### src/rtl/addr_trans_pkg.sv
// addr_trans_pkg: shared encodings and CSR field positions for address translation
package addr_trans_pkg;

    localparam logic [1:0] OP_FETCH = 2'd0;
    localparam logic [1:0] OP_LOAD  = 2'd1;
    localparam logic [1:0] OP_STORE = 2'd2;

    typedef enum logic [2:0] {
        EXC_NONE = 3'd0,
        EXC_TLBR = 3'd1,
        EXC_PIL  = 3'd2,
        EXC_PIS  = 3'd3,
        EXC_PIF  = 3'd4,
        EXC_PME  = 3'd5,
        EXC_PPI  = 3'd6
    } exc_e;

    localparam int DMW_PLV0    = 0;
    localparam int DMW_PLV3    = 3;
    localparam int DMW_MAT_LO  = 4;
    localparam int DMW_PSEG_LO = 25;
    localparam int DMW_VSEG_LO = 29;

    localparam logic [5:0] PS_4K = 6'd12;
    localparam logic [5:0] PS_4M = 6'd22;

endpackage

### src/rtl/addr_trans_if.sv
// addr_trans_if: request/response handshake bundle between a requester and the translator
interface addr_trans_if;

    logic        req_valid;
    logic        req_ready;
    logic [31:0] req_va;
    logic [1:0]  req_op;
    logic        rsp_valid;
    logic        rsp_ready;
    logic [31:0] rsp_pa;
    logic [1:0]  rsp_mat;
    logic [2:0]  rsp_exc;

    modport master (
        output req_valid, req_va, req_op, rsp_ready,
        input  req_ready, rsp_valid, rsp_pa, rsp_mat, rsp_exc
    );

    modport slave (
        input  req_valid, req_va, req_op, rsp_ready,
        output req_ready, rsp_valid, rsp_pa, rsp_mat, rsp_exc
    );

endinterface

### src/rtl/addr_trans_dmw_match.sv
// dmw_match: one direct-mapped window lookup; privilege only honoured at PLV0 and PLV3
module dmw_match
    import addr_trans_pkg::*;
(
    input  logic [31:0] dmw,
    input  logic [1:0]  plv,
    input  logic [2:0]  vseg,
    output logic        hit,
    output logic [2:0]  pseg,
    output logic [1:0]  mat
);

    logic plv_ok;
    logic unused_dmw;

    assign plv_ok     = plv == 2'd0 ? dmw[DMW_PLV0] : plv == 2'd3 ? dmw[DMW_PLV3] : 1'b0;
    assign hit        = plv_ok && dmw[DMW_VSEG_LO +: 3] == vseg;
    assign pseg       = dmw[DMW_PSEG_LO +: 3];
    assign mat        = dmw[DMW_MAT_LO +: 2];
    assign unused_dmw = ^{dmw[2:1], dmw[24:6], dmw[28]};

endmodule

### src/rtl/addr_trans.sv
// addr_trans: VA->PA translation stage (DA / DMW / TLB) with a 2-deep valid/ready pipeline
module addr_trans
    import addr_trans_pkg::*;
(
    input  logic         clk,
    input  logic         reset,
    input  logic         flush,
    addr_trans_if.slave  bus,
    input  logic         csr_crmd_da,
    input  logic         csr_crmd_pg,
    input  logic [1:0]   csr_crmd_plv,
    input  logic [1:0]   csr_crmd_datf,
    input  logic [1:0]   csr_crmd_datm,
    input  logic [9:0]   csr_asid,
    input  logic [31:0]  csr_dmw0,
    input  logic [31:0]  csr_dmw1,
    output logic [18:0]  s_vppn,
    output logic         s_va_bit12,
    output logic [9:0]   s_asid,
    input  logic         s_found,
    input  logic [19:0]  s_ppn,
    input  logic [5:0]   s_ps,
    input  logic [1:0]   s_plv,
    input  logic [1:0]   s_mat,
    input  logic         s_d,
    input  logic         s_v
);

    logic        s1_valid;
    logic [31:0] s1_va;
    logic [1:0]  s1_op;
    logic        s2_valid;
    logic [31:0] s2_pa;
    logic [1:0]  s2_mat;
    exc_e        s2_exc;

    logic        s1_adv, s2_adv, req_ready;
    logic        d0_hit, d1_hit;
    logic [2:0]  d0_pseg, d1_pseg;
    logic [1:0]  d0_mat, d1_mat;
    logic        is_fetch, is_store;
    exc_e        tlb_exc, exc;
    logic [31:0] tlb_pa, raw_pa, pa;
    logic [1:0]  raw_mat, mat;

    dmw_match u_dmw0 (
        .dmw  (csr_dmw0),
        .plv  (csr_crmd_plv),
        .vseg (s1_va[31:29]),
        .hit  (d0_hit),
        .pseg (d0_pseg),
        .mat  (d0_mat)
    );

    dmw_match u_dmw1 (
        .dmw  (csr_dmw1),
        .plv  (csr_crmd_plv),
        .vseg (s1_va[31:29]),
        .hit  (d1_hit),
        .pseg (d1_pseg),
        .mat  (d1_mat)
    );

    assign s2_adv        = !s2_valid || bus.rsp_ready;
    assign s1_adv        = !s1_valid || s2_adv;
    assign req_ready     = s1_adv && !flush;
    assign bus.req_ready = req_ready;
    assign bus.rsp_valid = s2_valid;
    assign bus.rsp_pa    = s2_pa;
    assign bus.rsp_mat   = s2_mat;
    assign bus.rsp_exc   = s2_exc;
    assign s_vppn        = s1_va[31:13];
    assign s_va_bit12    = s1_va[12];
    assign s_asid        = csr_asid;

    // Resolve the S1 request: DA beats DMW0 beats DMW1 beats TLB; any exception zeroes PA/MAT
    always_comb begin
        is_fetch = s1_op == OP_FETCH;
        is_store = s1_op == OP_STORE;
        tlb_exc  = !s_found ? EXC_TLBR :
                   !s_v ? (is_fetch ? EXC_PIF : is_store ? EXC_PIS : EXC_PIL) :
                   csr_crmd_plv > s_plv ? EXC_PPI :
                   is_store && !s_d ? EXC_PME : EXC_NONE;
        tlb_pa   = s_ps == PS_4M ? {s_ppn[19:10], s1_va[21:0]} : {s_ppn, s1_va[11:0]};
        exc      = csr_crmd_da || (csr_crmd_pg && (d0_hit || d1_hit)) ? EXC_NONE : tlb_exc;
        raw_pa   = csr_crmd_da ? s1_va :
                   csr_crmd_pg && d0_hit ? {d0_pseg, s1_va[28:0]} :
                   csr_crmd_pg && d1_hit ? {d1_pseg, s1_va[28:0]} : tlb_pa;
        raw_mat  = csr_crmd_da ? (is_fetch ? csr_crmd_datf : csr_crmd_datm) :
                   csr_crmd_pg && d0_hit ? d0_mat :
                   csr_crmd_pg && d1_hit ? d1_mat : s_mat;
        pa       = exc != EXC_NONE ? 32'd0 : raw_pa;
        mat      = exc != EXC_NONE ? 2'd0 : raw_mat;
    end

    // S1: capture accepted requests; flush empties the stage
    always_ff @(posedge clk or posedge reset) begin
        if (reset) begin
            s1_valid <= 1'b0;
            s1_va    <= 32'd0;
            s1_op    <= OP_FETCH;
        end else begin
            s1_valid <= flush ? 1'b0 : s1_adv ? bus.req_valid : s1_valid;
            if (bus.req_valid && req_ready) begin
                s1_va <= bus.req_va;
                s1_op <= bus.req_op;
            end
        end
    end

    // S2: register the translation result and hold it while the consumer stalls
    always_ff @(posedge clk or posedge reset) begin
        if (reset) begin
            s2_valid <= 1'b0;
            s2_pa    <= 32'd0;
            s2_mat   <= 2'd0;
            s2_exc   <= EXC_NONE;
        end else begin
            s2_valid <= flush ? 1'b0 : s2_adv ? s1_valid : s2_valid;
            if (s2_adv && s1_valid) begin
                s2_pa  <= pa;
                s2_mat <= mat;
                s2_exc <= exc;
            end
        end
    end

endmodule

### src/flat_wrapper.sv
// flat-port wrapper written by rule: the top's interface ports become plain ports
module addr_trans_flat import addr_trans_pkg::*;
  (clk, reset, flush, csr_crmd_da, csr_crmd_pg, csr_crmd_plv, csr_crmd_datf, csr_crmd_datm, csr_asid, csr_dmw0, csr_dmw1, s_vppn, s_va_bit12, s_asid, s_found, s_ppn, s_ps, s_plv, s_mat, s_d, s_v, bus_req_valid, bus_req_va, bus_req_op, bus_rsp_ready, bus_req_ready, bus_rsp_valid, bus_rsp_pa, bus_rsp_mat, bus_rsp_exc);
  addr_trans_if bus_i ();
  input  logic clk;
  input  logic reset;
  input  logic flush;
  input  logic csr_crmd_da;
  input  logic csr_crmd_pg;
  input  logic [1:0] csr_crmd_plv;
  input  logic [1:0] csr_crmd_datf;
  input  logic [1:0] csr_crmd_datm;
  input  logic [9:0] csr_asid;
  input  logic [31:0] csr_dmw0;
  input  logic [31:0] csr_dmw1;
  output logic [18:0] s_vppn;
  output logic s_va_bit12;
  output logic [9:0] s_asid;
  input  logic s_found;
  input  logic [19:0] s_ppn;
  input  logic [5:0] s_ps;
  input  logic [1:0] s_plv;
  input  logic [1:0] s_mat;
  input  logic s_d;
  input  logic s_v;
  input wire logic [$bits(bus_i.req_valid)-1:0] bus_req_valid;
  input wire logic [$bits(bus_i.req_va)-1:0] bus_req_va;
  input wire logic [$bits(bus_i.req_op)-1:0] bus_req_op;
  input wire logic [$bits(bus_i.rsp_ready)-1:0] bus_rsp_ready;
  output wire logic [$bits(bus_i.req_ready)-1:0] bus_req_ready;
  output wire logic [$bits(bus_i.rsp_valid)-1:0] bus_rsp_valid;
  output wire logic [$bits(bus_i.rsp_pa)-1:0] bus_rsp_pa;
  output wire logic [$bits(bus_i.rsp_mat)-1:0] bus_rsp_mat;
  output wire logic [$bits(bus_i.rsp_exc)-1:0] bus_rsp_exc;
  assign bus_i.req_valid = bus_req_valid;
  assign bus_i.req_va = bus_req_va;
  assign bus_i.req_op = bus_req_op;
  assign bus_i.rsp_ready = bus_rsp_ready;
  assign bus_req_ready = bus_i.req_ready;
  assign bus_rsp_valid = bus_i.rsp_valid;
  assign bus_rsp_pa = bus_i.rsp_pa;
  assign bus_rsp_mat = bus_i.rsp_mat;
  assign bus_rsp_exc = bus_i.rsp_exc;
  addr_trans u_core (.clk(clk), .reset(reset), .flush(flush), .bus(bus_i), .csr_crmd_da(csr_crmd_da), .csr_crmd_pg(csr_crmd_pg), .csr_crmd_plv(csr_crmd_plv), .csr_crmd_datf(csr_crmd_datf), .csr_crmd_datm(csr_crmd_datm), .csr_asid(csr_asid), .csr_dmw0(csr_dmw0), .csr_dmw1(csr_dmw1), .s_vppn(s_vppn), .s_va_bit12(s_va_bit12), .s_asid(s_asid), .s_found(s_found), .s_ppn(s_ppn), .s_ps(s_ps), .s_plv(s_plv), .s_mat(s_mat), .s_d(s_d), .s_v(s_v));
endmodule
### config.mk
export PLATFORM = sky130hd
export DESIGN_NAME = addr_trans_flat
export DESIGN_NICKNAME = d
export VERILOG_FILES = /design/src/rtl/addr_trans_pkg.sv /design/src/rtl/addr_trans_if.sv /design/src/rtl/addr_trans_dmw_match.sv /design/src/rtl/addr_trans.sv /design/src/flat_wrapper.sv
export SDC_FILE = /design/constraint.sdc
export NUM_CORES = 1
export LEC_CHECK = 0
export BUFFER_PORTS_ARGS = -buffer_cell sky130_fd_sc_hd__clkbuf_2
export CORE_MARGIN = 2
export CORE_UTILIZATION = 39
export DETAILED_ROUTE_END_ITERATION = 10
export PLACE_DENSITY = 0.77
export SLEW_MARGIN = 20
export SYNTH_ARGS = -nofsm -noshare
export SYNTH_HDL_FRONTEND = slang
export SYNTH_SLANG_ARGS = --single-unit
### constraint.sdc
create_clock -name clk -period 1.8 [get_ports clk]
set_input_delay 0.09 -clock clk [delete_from_list [all_inputs] [get_ports clk]]
set_output_delay 0.09 -clock clk [all_outputs]
set_load 0.005 [all_outputs]
==> metrics.txt <==
FF-to-FF Start=u_core.s1_op[1]; Distinct cells, synth=between 40 and 50; worst vdd ir=roughly 0.56 mV; RR Endpoint=u_core.bus.rsp_pa[8]; Final Wtd Congestion=between 0.8 and 0.9; detailed placement HPWL=7154 um; vias=3243; wire per inst=~16 um; initial antenna violation count=0; Hold EP=u_core.s1_va[10]; CORE AREA=about 8800 um2; RSZ-0062 raised after global routing=yes; row cnt=34; busiest grt layer=met2; Final ANT Viol Nets=0; Clock transition at path regs=0.07 ns; layout cells sized above 1=0.4923; top_reg_cell synth=dfrtp_1; vias in the first global route=between 3000 and 4000; later-pin clock latency in the skew report=between 0.3 and 0.4 ns; CP endpoint kind=flip-flop; status=completed; drt first pass iters=4; Synth Warn #=0; fillers=738; final worst-path cycle share=0.9880; reg2reg path depth=7; Final Hold Vio Count=0; cell depth of the worst hold path=2; fmax=roughly 560 MHz; IO Pins=approximately 220; Hold Path Class=in -> reg; initial core utilization=0.4036; TritonCTS clock tree=built; number of DRC markers in iteration 0=95; Tot Pwr=approximately 4.4 mW; sequential-to-total area share from yosys stat=0.5164; I/O Buffers=around 160; total track usage=0.2081; max_cap viols=0; WS Path Type=reg -> reg; Slew headroom=0.5173; DRC violations left=0; pin count of the biggest net entering global routing=43; CTS H-tree depth=3; DIE WIDTH=approximately 100 um; Post-synth EDFFs=0; final wirelength=10390 um; CTS Root Cell=clkbuf_8; Clock Sinks=73; synthesized cell area=roughly 3500 um2; ys async rst share=1.000; Die Height=a little under 100 um; via density per instance=5.148; Final Max Slew Viols=0; required time of the worst setup path=a little over 2 ns; CTS buffer count=9; Slew @ Worst Pin=just over 0.7 ns; setup violators final=0; final core occ=0.5979; syn avg cell area=between 10 and 15 um2; commonest non-fill, non-tap cell in the layout=clkbuf_2; critical path arrival=2.00 ns; post-route minimum period=about 1.8 ns; pwr dens=837.9 nW/um2; most frequent cells in the layout=clkbuf_2 (158), dfrtp_1 (72), dlygate4sd3_1 (41); ant diodes=0; LEAKAGE=~2.6 nW; crit path max fanout=6; total grt overflow=0; nets=between 600 and 700; die area=roughly 9800 um2; Worst R2R Setup Slack=~0.022 ns; first-pass GRT wire length=approximately 16000 um; Clock Path Buffers=2; Worst Clk Skew=between 0.01 and 0.015 ns; GR Layer Usage met2=0.3747; type of origin of the critical path=flip-flop; synthesis-stage register bit count=73; Synth Instances=around 320; Post-Syn Nets=471; GRT met3 Usage=0.04638; hold path start=bus_req_va[10]; Area Growth Syn to Fin=48.14%; M1 GR Usage=0.2451
[cell families after synthesis]
family	synth area share
xor gates and xnor gates	0.01486
DFF	0.5164
AOI/OAI and AO/OA	0.1818
buffers and inverters	0.06402
and+or+nand+nor	0.08384
adders and majority gates	0.007074
muxes	0.1319
[final cells by class]
cell class	count	area (um2)	area share
multi-input cells	194	1580	0.3016
repair buffers	221	1428	0.2724
inverters	19	75.07	0.01433
flip-flops and latches	73	1828	0.3489
clock buffers	10	137.6	0.02627
well taps	108	135.1	0.02579
clock inverters	5	56.30	0.01074
[report_power, final]
| part | internal, mW | leakage [nW] | total (mW) | switching [mW] |
|---|---|---|---|---|
| logic | 0.600 | 1.59 | 1.06 | 0.463 |
| registers | 1.88 | 0.912 | 2.04 | 0.164 |
| clock network | 0.668 | 0.0981 | 1.28 | 0.615 |
[worst max-delay path: stages (launching register included)]
cell       delay [ns]
dfrtp_2          0.41
inv_2            0.04
or3_1            0.38
nand4_1          0.21
a31oi_4          0.15
buf_6            0.15
clkbuf_16        0.14
a22o_1           0.18
[per-layer routing]
layer,part of all wire,vias to the layer above
met5,0,-
met4,0.019,0
met3,0.057,21
met2,0.52,117
met1,0.40,1576
li1,-,1529
[sequential cells by signal, indices dropped and copies added (netlist names)]
signal	count
u_core.bus.rsp_exc	3
u_core.bus.rsp_mat	2
u_core.s1_va	32
u_core.bus.rsp_valid	1
u_core.s1_valid	1
u_core.s1_op	2
u_core.bus.rsp_pa	32
[how the worst max path moves through the flow]
stage	start	end	slack (ns)
finish	u_core.s1_op[1]	u_core.bus.rsp_pa[8]	0.02
floorplan	u_core.s1_va[31]	u_core.bus.rsp_pa[22]	0.05
global route	u_core.s1_va[30]	u_core.bus.rsp_pa[8]	-0.06
CTS	u_core.s1_va[29]	u_core.bus.rsp_pa[15]	0.009
detailed placement	csr_crmd_plv[1]	u_core.bus.rsp_pa[23]	-0.08
global placement	csr_crmd_plv[1]	u_core.bus.rsp_pa[26]	-0.03
[Yosys cell counts, types with 2 or more instances]
master     number  share of area
mux2i_1         5          0.014
and2_1         11          0.019
nand2_1        23          0.024
nand3_1         3         0.0042
buf_2           4         0.0057
mux2_2         37           0.12
a2bb2oi_1      10          0.025
ha_1            2         0.0071
a41oi_1        11          0.027
nor2b_1         2         0.0035
nand4_1         2         0.0035
dfrtp_1        73           0.52
o221ai_1        5          0.012
a21oi_1         3         0.0042
nor2_1         14          0.015
o21ai_1         9          0.013
xnor2_1         4         0.0099
o211ai_1        2         0.0042
inv_1          18          0.019
clkbuf_1       13          0.014
xor2_1          2         0.0050
a211o_1         2         0.0050
a22o_1         13          0.032
o211ai_2        7          0.025
o21ai_0        13          0.018
buf_4          11          0.023
[per-stage QoR]
step | setup TNS [ns] | cell area, um2 | hold WS [ns] | setup slack (ns) | cells
final | 0 | 5240 | 0.01920 | 0.02159 | 630
after global routing | -0.5805 | 5240 | 0.001487 | -0.05822 | 630
after CTS | 0 | 5105 | 0.002572 | 0.008909 | 628
after detailed placement | -0.5255 | 4496 | 0.1800 | -0.08355 | 572
after global placement | -0.1953 | 4496 | 0.1800 | -0.02930 | 572
after floorplan | 0 | 3541 | 0.1564 | 0.04562 | 315
[what timing repair did]
action                                 CTS  global route
cloned                                   0             1
hold buffers                            40             1
gates resized for setup                  2            19
setup endpoints to repair                7            34
pin swaps                                1             2
endpoints found under the hold margin   70             1
setup buffers                            1             1
Power figures use the tool's default switching activity.
